$ cat config.mk
export PLATFORM = sky130hd
export DESIGN_NAME = fpu_dispatch_controller_flat
export DESIGN_NICKNAME = d
export VERILOG_FILES = /design/src/rtl/fpu_dispatch_controller_if.sv /design/src/rtl/fpu_dispatch_controller.sv /design/src/flat_wrapper.sv
export SDC_FILE = /design/constraint.sdc
export NUM_CORES = 1
export LEC_CHECK = 0
export CAP_MARGIN = 20
export CORE_MARGIN = 1.5
export CORE_UTILIZATION = 42
export CTS_BUF_LIST = sky130_fd_sc_hd__clkbuf_4 sky130_fd_sc_hd__clkbuf_8
export CTS_CLUSTER_DIAMETER = 30
export DETAILED_ROUTE_END_ITERATION = 12
export PLACE_DENSITY_LB_ADDON = 0.25
export SLEW_MARGIN = 20
export SYNTH_ARGS = -nofsm -noshare
export SYNTH_HDL_FRONTEND = slang
export SYNTH_SLANG_ARGS = --single-unit
$ cat constraint.sdc
create_clock -name clk -period 2.5 [get_ports clk]
set_input_delay 0.25 -clock clk [delete_from_list [all_inputs] [get_ports clk]]
set_output_delay 0.25 -clock clk [all_outputs]
set_load 0.05 [all_outputs]
$ cat src/rtl/fpu_dispatch_controller_if.sv
`default_nettype none
// ============================================================================
// Module      : fpu_dispatch_controller_if
// Description : Queue-head, NEU operand bundle and status signals between the
//               FPU instruction queue, the dispatch sequencer and the NEU.
// Revision    : 1.0 - initial release
// ============================================================================
interface fpu_dispatch_controller_if;
  logic        dispatch_enable;
  logic        abort_req;
  logic        queue_empty;
  logic [7:0]  q_instruction;
  logic [2:0]  q_stack_index;
  logic        q_has_mem;
  logic [1:0]  q_operand_size;
  logic        q_is_integer;
  logic        q_is_bcd;
  logic [79:0] q_data;
  logic        dequeue;
  logic        flush_queue;
  logic        exec_start;
  logic [7:0]  exec_instruction;
  logic [2:0]  exec_stack_index;
  logic        exec_has_mem;
  logic [1:0]  exec_operand_size;
  logic        exec_is_integer;
  logic        exec_is_bcd;
  logic [79:0] exec_data;
  logic        exec_abort;
  logic        exec_done;
  logic        exec_error;
  logic        busy;
  logic        timeout_error;

  modport master (
    input  dispatch_enable, abort_req, queue_empty,
    input  q_instruction, q_stack_index, q_has_mem, q_operand_size,
    input  q_is_integer, q_is_bcd, q_data,
    input  exec_done, exec_error,
    output dequeue, flush_queue, exec_start, exec_abort, busy, timeout_error,
    output exec_instruction, exec_stack_index, exec_has_mem, exec_operand_size,
    output exec_is_integer, exec_is_bcd, exec_data
  );

  modport slave (
    output dispatch_enable, abort_req, queue_empty,
    output q_instruction, q_stack_index, q_has_mem, q_operand_size,
    output q_is_integer, q_is_bcd, q_data,
    output exec_done, exec_error,
    input  dequeue, flush_queue, exec_start, exec_abort, busy, timeout_error,
    input  exec_instruction, exec_stack_index, exec_has_mem, exec_operand_size,
    input  exec_is_integer, exec_is_bcd, exec_data
  );
endinterface
`default_nettype wire

$ cat src/rtl/fpu_dispatch_controller.sv
`default_nettype none
// ============================================================================
// Module      : fpu_dispatch_controller
// Description : Pops the FPU queue head, issues it to the NEU, waits for
//               completion under a watchdog and sequences queue flushes.
// Revision    : 1.0 - initial release
// ============================================================================
module fpu_dispatch_controller #(
  parameter int unsigned TIMEOUT_CYCLES = 1000,
  parameter logic [7:0]  OPC_FINIT      = 8'hF0,
  parameter logic [7:0]  OPC_FLDCW      = 8'hF1
) (
  input  wire                         clk,
  input  wire                         reset,
  fpu_dispatch_controller_if.master   bus
);

  typedef enum logic [1:0] {
    S_IDLE  = 2'd0,
    S_ISSUE = 2'd1,
    S_WAIT  = 2'd2,
    S_FLUSH = 2'd3
  } state_t;

  localparam logic [15:0] c_wdog_last = 16'(TIMEOUT_CYCLES - 1);

  state_t      r_state;
  logic [15:0] r_wdog;
  logic        r_exec_start;
  logic        r_flush;
  logic        r_abort;
  logic        r_timeout;

  logic w_dispatch_go;
  logic w_flush_needed;

  assign w_dispatch_go  = (r_state == S_IDLE) & bus.dispatch_enable
                        & ~bus.queue_empty & ~bus.abort_req;
  assign w_flush_needed = bus.exec_error
                        | (bus.exec_instruction == OPC_FINIT)
                        | (bus.exec_instruction == OPC_FLDCW);

  assign bus.dequeue       = w_dispatch_go;
  assign bus.exec_start    = r_exec_start;
  assign bus.flush_queue   = r_flush;
  assign bus.exec_abort    = r_abort;
  assign bus.busy          = (r_state != S_IDLE);
  assign bus.timeout_error = r_timeout;

  always_ff @(posedge clk) begin
    if (reset) begin
      r_state               <= S_IDLE;
      r_wdog                <= 16'd0;
      r_exec_start          <= 1'b0;
      r_flush               <= 1'b0;
      r_abort               <= 1'b0;
      r_timeout             <= 1'b0;
      bus.exec_instruction  <= 8'd0;
      bus.exec_stack_index  <= 3'd0;
      bus.exec_has_mem      <= 1'b0;
      bus.exec_operand_size <= 2'd0;
      bus.exec_is_integer   <= 1'b0;
      bus.exec_is_bcd       <= 1'b0;
      bus.exec_data         <= 80'd0;
    end else begin
      r_exec_start <= 1'b0;
      r_flush      <= 1'b0;
      r_abort      <= 1'b0;
      case (r_state)
        S_IDLE: begin
          if (bus.abort_req) begin
            r_state <= S_FLUSH;
            r_flush <= 1'b1;
          end else if (w_dispatch_go) begin
            bus.exec_instruction  <= bus.q_instruction;
            bus.exec_stack_index  <= bus.q_stack_index;
            bus.exec_has_mem      <= bus.q_has_mem;
            bus.exec_operand_size <= bus.q_operand_size;
            bus.exec_is_integer   <= bus.q_is_integer;
            bus.exec_is_bcd       <= bus.q_is_bcd;
            bus.exec_data         <= bus.q_data;
            r_wdog                <= 16'd0;
            r_state               <= S_ISSUE;
            r_exec_start          <= 1'b1;
          end
        end
        // ISSUE and WAIT react identically to done/abort/timeout; the
        // watchdog counts from the ISSUE cycle so the timeout lands on
        // exactly TIMEOUT_CYCLES edges after exec_start.
        S_ISSUE, S_WAIT: begin
          r_wdog <= r_wdog + 16'd1;
          if (bus.abort_req) begin
            r_abort <= 1'b1;
            r_state <= S_FLUSH;
            r_flush <= 1'b1;
          end else if (bus.exec_done) begin
            if (w_flush_needed) begin
              r_state <= S_FLUSH;
              r_flush <= 1'b1;
            end else begin
              r_state <= S_IDLE;
            end
          end else if (r_wdog == c_wdog_last) begin
            r_timeout <= 1'b1;
            r_abort   <= 1'b1;
            r_state   <= S_FLUSH;
            r_flush   <= 1'b1;
          end else begin
            r_state <= S_WAIT;
          end
        end
        S_FLUSH: begin
          if (bus.abort_req) begin
            r_flush <= 1'b1;
          end else begin
            r_state <= S_IDLE;
          end
        end
        default: r_state <= S_IDLE;
      endcase
    end
  end

endmodule
`default_nettype wire

$ cat src/flat_wrapper.sv
// flat-port wrapper written by rule: the top's interface ports become plain ports
module fpu_dispatch_controller_flat 
#(
  parameter int unsigned TIMEOUT_CYCLES = 1000,
  parameter logic [7:0]  OPC_FINIT      = 8'hF0,
  parameter logic [7:0]  OPC_FLDCW      = 8'hF1
)
  (clk, reset, bus_dispatch_enable, bus_abort_req, bus_queue_empty, bus_q_instruction, bus_q_stack_index, bus_q_has_mem, bus_q_operand_size, bus_q_is_integer, bus_q_is_bcd, bus_q_data, bus_exec_done, bus_exec_error, bus_dequeue, bus_flush_queue, bus_exec_start, bus_exec_abort, bus_busy, bus_timeout_error, bus_exec_instruction, bus_exec_stack_index, bus_exec_has_mem, bus_exec_operand_size, bus_exec_is_integer, bus_exec_is_bcd, bus_exec_data);
  fpu_dispatch_controller_if bus_i ();
  input  wire clk;
  input  wire reset;
  input wire logic [$bits(bus_i.dispatch_enable)-1:0] bus_dispatch_enable;
  input wire logic [$bits(bus_i.abort_req)-1:0] bus_abort_req;
  input wire logic [$bits(bus_i.queue_empty)-1:0] bus_queue_empty;
  input wire logic [$bits(bus_i.q_instruction)-1:0] bus_q_instruction;
  input wire logic [$bits(bus_i.q_stack_index)-1:0] bus_q_stack_index;
  input wire logic [$bits(bus_i.q_has_mem)-1:0] bus_q_has_mem;
  input wire logic [$bits(bus_i.q_operand_size)-1:0] bus_q_operand_size;
  input wire logic [$bits(bus_i.q_is_integer)-1:0] bus_q_is_integer;
  input wire logic [$bits(bus_i.q_is_bcd)-1:0] bus_q_is_bcd;
  input wire logic [$bits(bus_i.q_data)-1:0] bus_q_data;
  input wire logic [$bits(bus_i.exec_done)-1:0] bus_exec_done;
  input wire logic [$bits(bus_i.exec_error)-1:0] bus_exec_error;
  output wire logic [$bits(bus_i.dequeue)-1:0] bus_dequeue;
  output wire logic [$bits(bus_i.flush_queue)-1:0] bus_flush_queue;
  output wire logic [$bits(bus_i.exec_start)-1:0] bus_exec_start;
  output wire logic [$bits(bus_i.exec_abort)-1:0] bus_exec_abort;
  output wire logic [$bits(bus_i.busy)-1:0] bus_busy;
  output wire logic [$bits(bus_i.timeout_error)-1:0] bus_timeout_error;
  output wire logic [$bits(bus_i.exec_instruction)-1:0] bus_exec_instruction;
  output wire logic [$bits(bus_i.exec_stack_index)-1:0] bus_exec_stack_index;
  output wire logic [$bits(bus_i.exec_has_mem)-1:0] bus_exec_has_mem;
  output wire logic [$bits(bus_i.exec_operand_size)-1:0] bus_exec_operand_size;
  output wire logic [$bits(bus_i.exec_is_integer)-1:0] bus_exec_is_integer;
  output wire logic [$bits(bus_i.exec_is_bcd)-1:0] bus_exec_is_bcd;
  output wire logic [$bits(bus_i.exec_data)-1:0] bus_exec_data;
  assign bus_i.dispatch_enable = bus_dispatch_enable;
  assign bus_i.abort_req = bus_abort_req;
  assign bus_i.queue_empty = bus_queue_empty;
  assign bus_i.q_instruction = bus_q_instruction;
  assign bus_i.q_stack_index = bus_q_stack_index;
  assign bus_i.q_has_mem = bus_q_has_mem;
  assign bus_i.q_operand_size = bus_q_operand_size;
  assign bus_i.q_is_integer = bus_q_is_integer;
  assign bus_i.q_is_bcd = bus_q_is_bcd;
  assign bus_i.q_data = bus_q_data;
  assign bus_i.exec_done = bus_exec_done;
  assign bus_i.exec_error = bus_exec_error;
  assign bus_dequeue = bus_i.dequeue;
  assign bus_flush_queue = bus_i.flush_queue;
  assign bus_exec_start = bus_i.exec_start;
  assign bus_exec_abort = bus_i.exec_abort;
  assign bus_busy = bus_i.busy;
  assign bus_timeout_error = bus_i.timeout_error;
  assign bus_exec_instruction = bus_i.exec_instruction;
  assign bus_exec_stack_index = bus_i.exec_stack_index;
  assign bus_exec_has_mem = bus_i.exec_has_mem;
  assign bus_exec_operand_size = bus_i.exec_operand_size;
  assign bus_exec_is_integer = bus_i.exec_is_integer;
  assign bus_exec_is_bcd = bus_i.exec_is_bcd;
  assign bus_exec_data = bus_i.exec_data;
  fpu_dispatch_controller #(.TIMEOUT_CYCLES(TIMEOUT_CYCLES), .OPC_FINIT(OPC_FINIT), .OPC_FLDCW(OPC_FLDCW)) u_core (.clk(clk), .reset(reset), .bus(bus_i));
endmodule
Yosys cells after proc, flatten, opt, wreduce, memory -nomap -nowiden
Cells that the tools add are included.
{"block": "totals", "ff_bits": 118, "latch_bits": 0, "ramBits": 0, "romBits": 0, "word_cells": 65, "mem_count": 0}
{"block": "classes", "n_addsub": 1, "n_mul": 0, "n_div": 0, "order_cmp": 0, "n_eq_ne": 10, "shifts": 0, "muxes": 20, "n_bitwise": 10, "n_reduce_logical": 11}
{"operator": "$mux 16", "count": 2}
{"operator": "$pmux 16 s2", "count": 1}
{"operator": "$add 16x1->16 const B", "count": 1}
{"operator": "$eq 16x10->1 const B", "count": 1}
{"operator": "$eq 8x8->1 const B", "count": 2}
{"operator": "$mux 2", "count": 6}
{"operator": "$mux 1", "count": 9}
{"operator": "$ne 2x2->1 const B", "count": 3}
{"operator": "$pmux 2 s3", "count": 1}
{"operator": "$reduce_and 3->1", "count": 2}
{"operator": "$reduce_or 2->1", "count": 3}
{"operator": "$not 1->1", "count": 5}
{"operator": "$eq 2x2->1 const B", "count": 2}
{"operator": "$reduce_and 4->1", "count": 1}
{"operator": "$reduce_bool 2->1", "count": 2}
{"operator": "$and 1x1->1", "count": 3}
{"operator": "$ne 3x3->1 const B", "count": 1}
{"operator": "$reduce_or 3->1", "count": 1}
{"operator": "$eq 2x1->1 const B", "count": 1}
{"operator": "$logic_not 2->1", "count": 1}
{"operator": "$or 1x1->1", "count": 2}
{"operator": "$pmux 1 s2", "count": 1}
{"operator": "$reduce_and 2->1", "count": 1}

Depth between registers and ports, before layout
{"block": "depth", "ltp_word": 7, "mapped_depth": 9, "depth_no_buf": 7}

Worst setup path after synthesis
Ideal clock, no wire load.
{"block": "synth_timing", "kind": "register -> register", "from": "reg u_core.r_state[0]", "to": "reg u_core.bus.exec_data[47]", "setup_time_ns": 0.070, "arrival_time_ns": 1.824, "path_slack_ns": 0.606, "path_stages_with_launch": 9, "path_buffers": 2, "synth_period_minus_slack_ns": 1.894, "path_cell_list": "dfxtp_1 inv_1 ha_1 nand4bb_1 buf_2 inv_2 clkbuf_1 nand2_1 a21oi_1"}
{"block": "synth_via", "elab_chain_len": 5}
{"element": "from (decl)", "line_no": "fpu_dispatch_controller.sv:27", "rtl": "state_t r_state;"}
{"element": "from (signal assigned)", "line_no": "fpu_dispatch_controller.sv:52", "rtl": "r_state <= S_IDLE;"}
{"element": "from (signal assigned)", "line_no": "fpu_dispatch_controller.sv:72", "rtl": "r_state <= S_FLUSH;"}
{"element": "from (signal assigned)", "line_no": "fpu_dispatch_controller.sv:83", "rtl": "r_state <= S_ISSUE;"}
{"element": "$logic_not 2->1", "line_no": "fpu_dispatch_controller.sv:37", "rtl": "assign w_dispatch_go = (r_state == S_IDLE) & bus.dispatch_enable"}
{"element": "$and 1x1->1", "line_no": "fpu_dispatch_controller.sv:37"}
{"element": "$and 1x1->1 (2 in a row)", "line_no": "fpu_dispatch_controller.sv:38", "rtl": "& ~bus.queue_empty & ~bus.abort_req;"}
{"element": "via bus_dequeue", "line_no": "flat_wrapper.sv:24", "rtl": "output wire logic [$bits(bus_i.dequeue)-1:0] bus_dequeue;"}
{"element": "$reduce_and 3->1 (no line)"}
{"element": "to (signal assigned)", "line_no": "fpu_dispatch_controller.sv:81", "rtl": "bus.exec_data <= bus.q_data;"}
{"element": "to (decl)", "line_no": "fpu_dispatch_controller_if.sv:42", "rtl": "output exec_is_integer, exec_is_bcd, exec_data"}
The timed path passes the listed nets, and every way through them passes these cells.
A chain may end at the register's enable or synchronous reset.

Worst setup path after layout
{"block": "layout_timing", "from": "reg u_core.r_state[0]", "to": "out bus_busy"}
{"block": "layout_via", "elab_chain_len": 1}
{"element": "$reduce_bool 2->1", "line_no": "fpu_dispatch_controller.sv:47", "rtl": "assign bus.busy = (r_state != S_IDLE);"}
{"element": "to (decl)", "line_no": "flat_wrapper.sv:28", "rtl": "output wire logic [$bits(bus_i.busy)-1:0] bus_busy;"}
No other way between the ends.

==> impl_summary.log <==
[metrics] result of the run: complete, no violations
[metrics] average size of a mapped cell: 7.99 um^2
[metrics] relative max-transition margin: 60.8%
[metrics] maximum number of pins on one net before global-route repair: 67
[metrics] global-route usage over all layers: 22.2%
[metrics] area fraction of the dominant cell type after synthesis: 53.6%
[metrics] switching share of total power: 30.9%
[metrics] routed vias: 4426
[metrics] relative contribution of combinational cells to total power: 21.1%
[metrics] clock slew at the register clock pins of the worst setup and hold paths: 0.08 ns
[metrics] Total Power Consumption: 4.71 mW
[metrics] worst hold start: reset
[metrics] highest net fanout along the worst path: 5
[metrics] count of unresolved DRC violations after routing: 0
[metrics] max_cap viols: 0
[metrics] number of hold violations in the final report: 0
[metrics] maximum level of the CTS H-tree: 4
[metrics] # rows: 37
[metrics] clock share of power: 36.0%
[metrics] post-detailed-routing wire length: 12500 um
[metrics] cell area after synthesis: 0.00441 mm^2
[metrics] Period Utilization, post-route: 92.7%
[metrics] post-synthesis cell type count: 43
[metrics] maximum buffer depth of the clock tree: 2
[metrics] commonest non-fill, non-tap cell in the layout: sky130_fd_sc_hd__clkdlybuf4s50_1
[metrics] setup repair after global routing missed its margin: false
[metrics] final std cell area, no fill: 0.00695 mm^2
[metrics] required time worst endpoint: 2.25 ns
[metrics] area of the die: 0.0111 mm^2
[metrics] register share of total power: 42.9%
[metrics] clk sink count: 118
[metrics] Clock Skew: 0.0110 ns
[metrics] Post-Synthesis Cells: 552
[metrics] count of warnings emitted by yosys: 0
[metrics] reg2reg start: u_core.r_state[0]
[metrics] clock buffers created by TritonCTS: 17
[metrics] power dissipated by switching net loads: 1.46 mW
[metrics] net count after synthesis: 659
[metrics] Post-DRT Antenna Nets: 0
[metrics] fraction of final layout cells sized beyond drive strength 1: 6.06%
[metrics] detailed placer's ending HPWL: 8720 um
[metrics] total global routing overflow: 0
[metrics] area of the core region: 0.0103 mm^2
[metrics] Finished Core Util: 67.6%
[metrics] CTS-repair resized insts: 0
[metrics] Achievable Freq: 0.431 GHz
[metrics] Synth-to-Final Area Change: 57.6%
[metrics] worst setup path category: reg -> out
[metrics] static leakage power: 2.37 nW
[metrics] internal power: 3.25 mW
[metrics] routed vias/inst: 4.95
[metrics] Slew Limit Fails: 0
[metrics] detailed router's first-iteration violation count: 183
[metrics] Final #Nets: 853
[metrics] 1st-pass router iterations: 7
[metrics] number of port buffers: 204
[metrics] library cell with the largest summed area after synthesis: sky130_fd_sc_hd__dfxtp_1
[metrics] Horiz. Die Dim: 105 um
[metrics] Wirelength per Cell: 14.0 um
[metrics] final count of negative-setup-slack endpoints: 0
[metrics] count of inserted antenna diode cells: 0
[metrics] leading cell types in the layout, fill and taps excluded: sky130_fd_sc_hd__clkdlybuf4s50_1 (202), sky130_fd_sc_hd__nand2_1 (199), sky130_fd_sc_hd__dfxtp_1 (118), sky130_fd_sc_hd__a21oi_1 (105), sky130_fd_sc_hd__clkbuf_8 (17)
[metrics] Root Buffer Master: sky130_fd_sc_hd__clkbuf_8
[metrics] power per standard cell area: 677 mW/mm^2
[metrics] number of top-level pins: 205
[metrics] Area after DPL: 0.00656 mm^2
[metrics] Cells after DPL: 863
[metrics] Critical Path Sink Type: primary output
[metrics] insertion delay of the later-clocked pin in the worst-skew pair: 0.42 ns
[metrics] initial standard-cell utilization of the core: 42.9%
[metrics] Max IR drop VDD: 535 uV
[metrics] number of inserted filler cells in the final layout: 861
[metrics] number of standard cells in the layout, taps in and fillers out: 895
[metrics] Post-CTS Setup Repair Bufs: 0
[metrics] vias in the first global route: 4266
[metrics] number of synthesized register bits: 118
[metrics] wire length of the first global-routing pass: 19800 um
[metrics] Worst Setup SP: u_core.r_state[0]
[metrics] crit path launch type: flop
[metrics] sum of negative setup slack: 0 ns
[metrics] Worst Tran Pin Value: 0.588 ns
[metrics] number of hold-repair buffers added at the cts stage: 0
[metrics] Synth area leaders: sky130_fd_sc_hd__dfxtp_1 (54%), sky130_fd_sc_hd__nand2_1 (17%), sky130_fd_sc_hd__a21oi_1 (12%), sky130_fd_sc_hd__clkbuf_1 (1.9%), sky130_fd_sc_hd__buf_2 (1.5%)
[metrics] overall die height: 105 um
[metrics] antenna violations before repair: 0
[metrics] clock tree from TritonCTS: yes
[metrics] Final Wtd Congestion: 0.817
[metrics] time the worst path needs with I/O delays and setup: 2.32 ns
[metrics] kind of path behind the tightest hold check: in -> reg
[metrics] Worst Path Arrival: 2.07 ns
[metrics] Seq/Total Area, Yosys: 53.6%
[power groups by stage]
stage	clock, mW	sequential [mW]	combinational (mW)
after detailed placement	0	2.06	0.990
after CTS	1.73	2.02	0.995
after floorplan	0	2.30	0.337
after global placement	0	2.05	0.979
after global routing	1.83	2.03	1.06
final	1.69	2.02	0.993
[registers in the layout, summed over array words and instances, names as in the netlist]
register	cells
u_core.r_wdog	16
u_core.bus.flush_queue	1
u_core.bus.exec_is_integer	1
u_core.r_state	2
u_core.bus.exec_stack_index	3
u_core.bus.exec_instruction	8
u_core.bus.exec_abort	1
u_core.bus.exec_data	80
u_core.bus.exec_is_bcd	1
u_core.bus.timeout_error	1
u_core.bus.exec_operand_size	2
u_core.bus.exec_has_mem	1
u_core.bus.exec_start	1
[cells in the mapped netlist (all sizes together)]
| cell | instances |
|---|---|
| xnor2 | 6 |
| nand4 | 3 |
| nand4bb | 1 |
| a31o | 1 |
| nand2 | 199 |
| o41ai | 1 |
| ha | 4 |
| nor3 | 1 |
| a31oi | 1 |
| and3 | 1 |
| mux2i | 1 |
| or4 | 2 |
| a2111oi | 2 |
| nor4b | 2 |
| o21ai | 7 |
| or4bb | 1 |
| inv | 9 |
| nand2b | 3 |
| clkbuf | 22 |
| and4 | 1 |
| a21bo | 1 |
| or3 | 4 |
| nor4 | 1 |
| nand3 | 7 |
| a41oi | 1 |
| o2111ai | 1 |
| o21a | 1 |
| nor2b | 2 |
| a211oi | 4 |
| a21oi | 105 |
| dfxtp | 118 |
| buf | 14 |
| a211o | 1 |
| nand4b | 1 |
| nor2 | 14 |
| nand3b | 3 |
| o22ai | 2 |
| a21o | 1 |
| o32a | 1 |
| xor2 | 2 |
[worst max-delay path, cell delays in order, from the launching register on]
cell	delay (ns)
sky130_fd_sc_hd__dfxtp_1	0.35
sky130_fd_sc_hd__inv_1	0.08
sky130_fd_sc_hd__ha_1	0.29
sky130_fd_sc_hd__inv_1	0.11
sky130_fd_sc_hd__clkdlybuf4s50_1	0.81
[metrics by stage]
| step | setup slack (ns) | hold slack [ns] |
|---|---|---|
| final | 0.182 | 0.293 |
| after detailed placement | 0.350 | 0.447 |
| after CTS | 0.157 | 0.277 |
| after global placement | 0.432 | 0.441 |
| after global routing | 0.0616 | 0.302 |
| after floorplan | 0.606 | 0.386 |
[cell families after synthesis]
kind of cell,count (synthesis),share of synthesized area [%]
DFF,118,53.6
xor gates and xnor gates,8,1.59
adders and majority gates,4,1.13
muxes,1,0.227
AOI/OAI and AO/OA,130,16.1
buffers and inverters,45,4.20
and+or+nand+nor,246,23.2
[final timing paths]
path                                            endpoint  slack, ns  depth (start not counted)
worst min-delay path            u_core.bus.timeout_error       0.29                          2
worst max-delay path                            bus_busy       0.18                          4
worst min register to register  u_core.bus.exec_data[64]       0.45                          2
worst max register to register          u_core.r_wdog[9]       0.36                          6
[metal layers]
metal  vias up  routed length, um  track usage, %
met4         0                201            9.39
met1      2035               5040            24.6
met5         -                  0               0
li1       2217                  -               -
met2       157               6300            38.4
met3        17                983            8.10
[cell type report]
class / count / area, um^2 / area share [%]
Inverter: 9 / 33.8 / 0.486
Sequential cell: 118 / 2360 / 34.0
Multi-Input combinational cell: 389 / 1880 / 27.0
Tap cell: 136 / 170 / 2.45
Clock buffer: 17 / 234 / 3.37
Timing Repair Buffer: 211 / 2110 / 30.4
Clock inverter: 15 / 155 / 2.23
(Power assumes the default switching activity.)
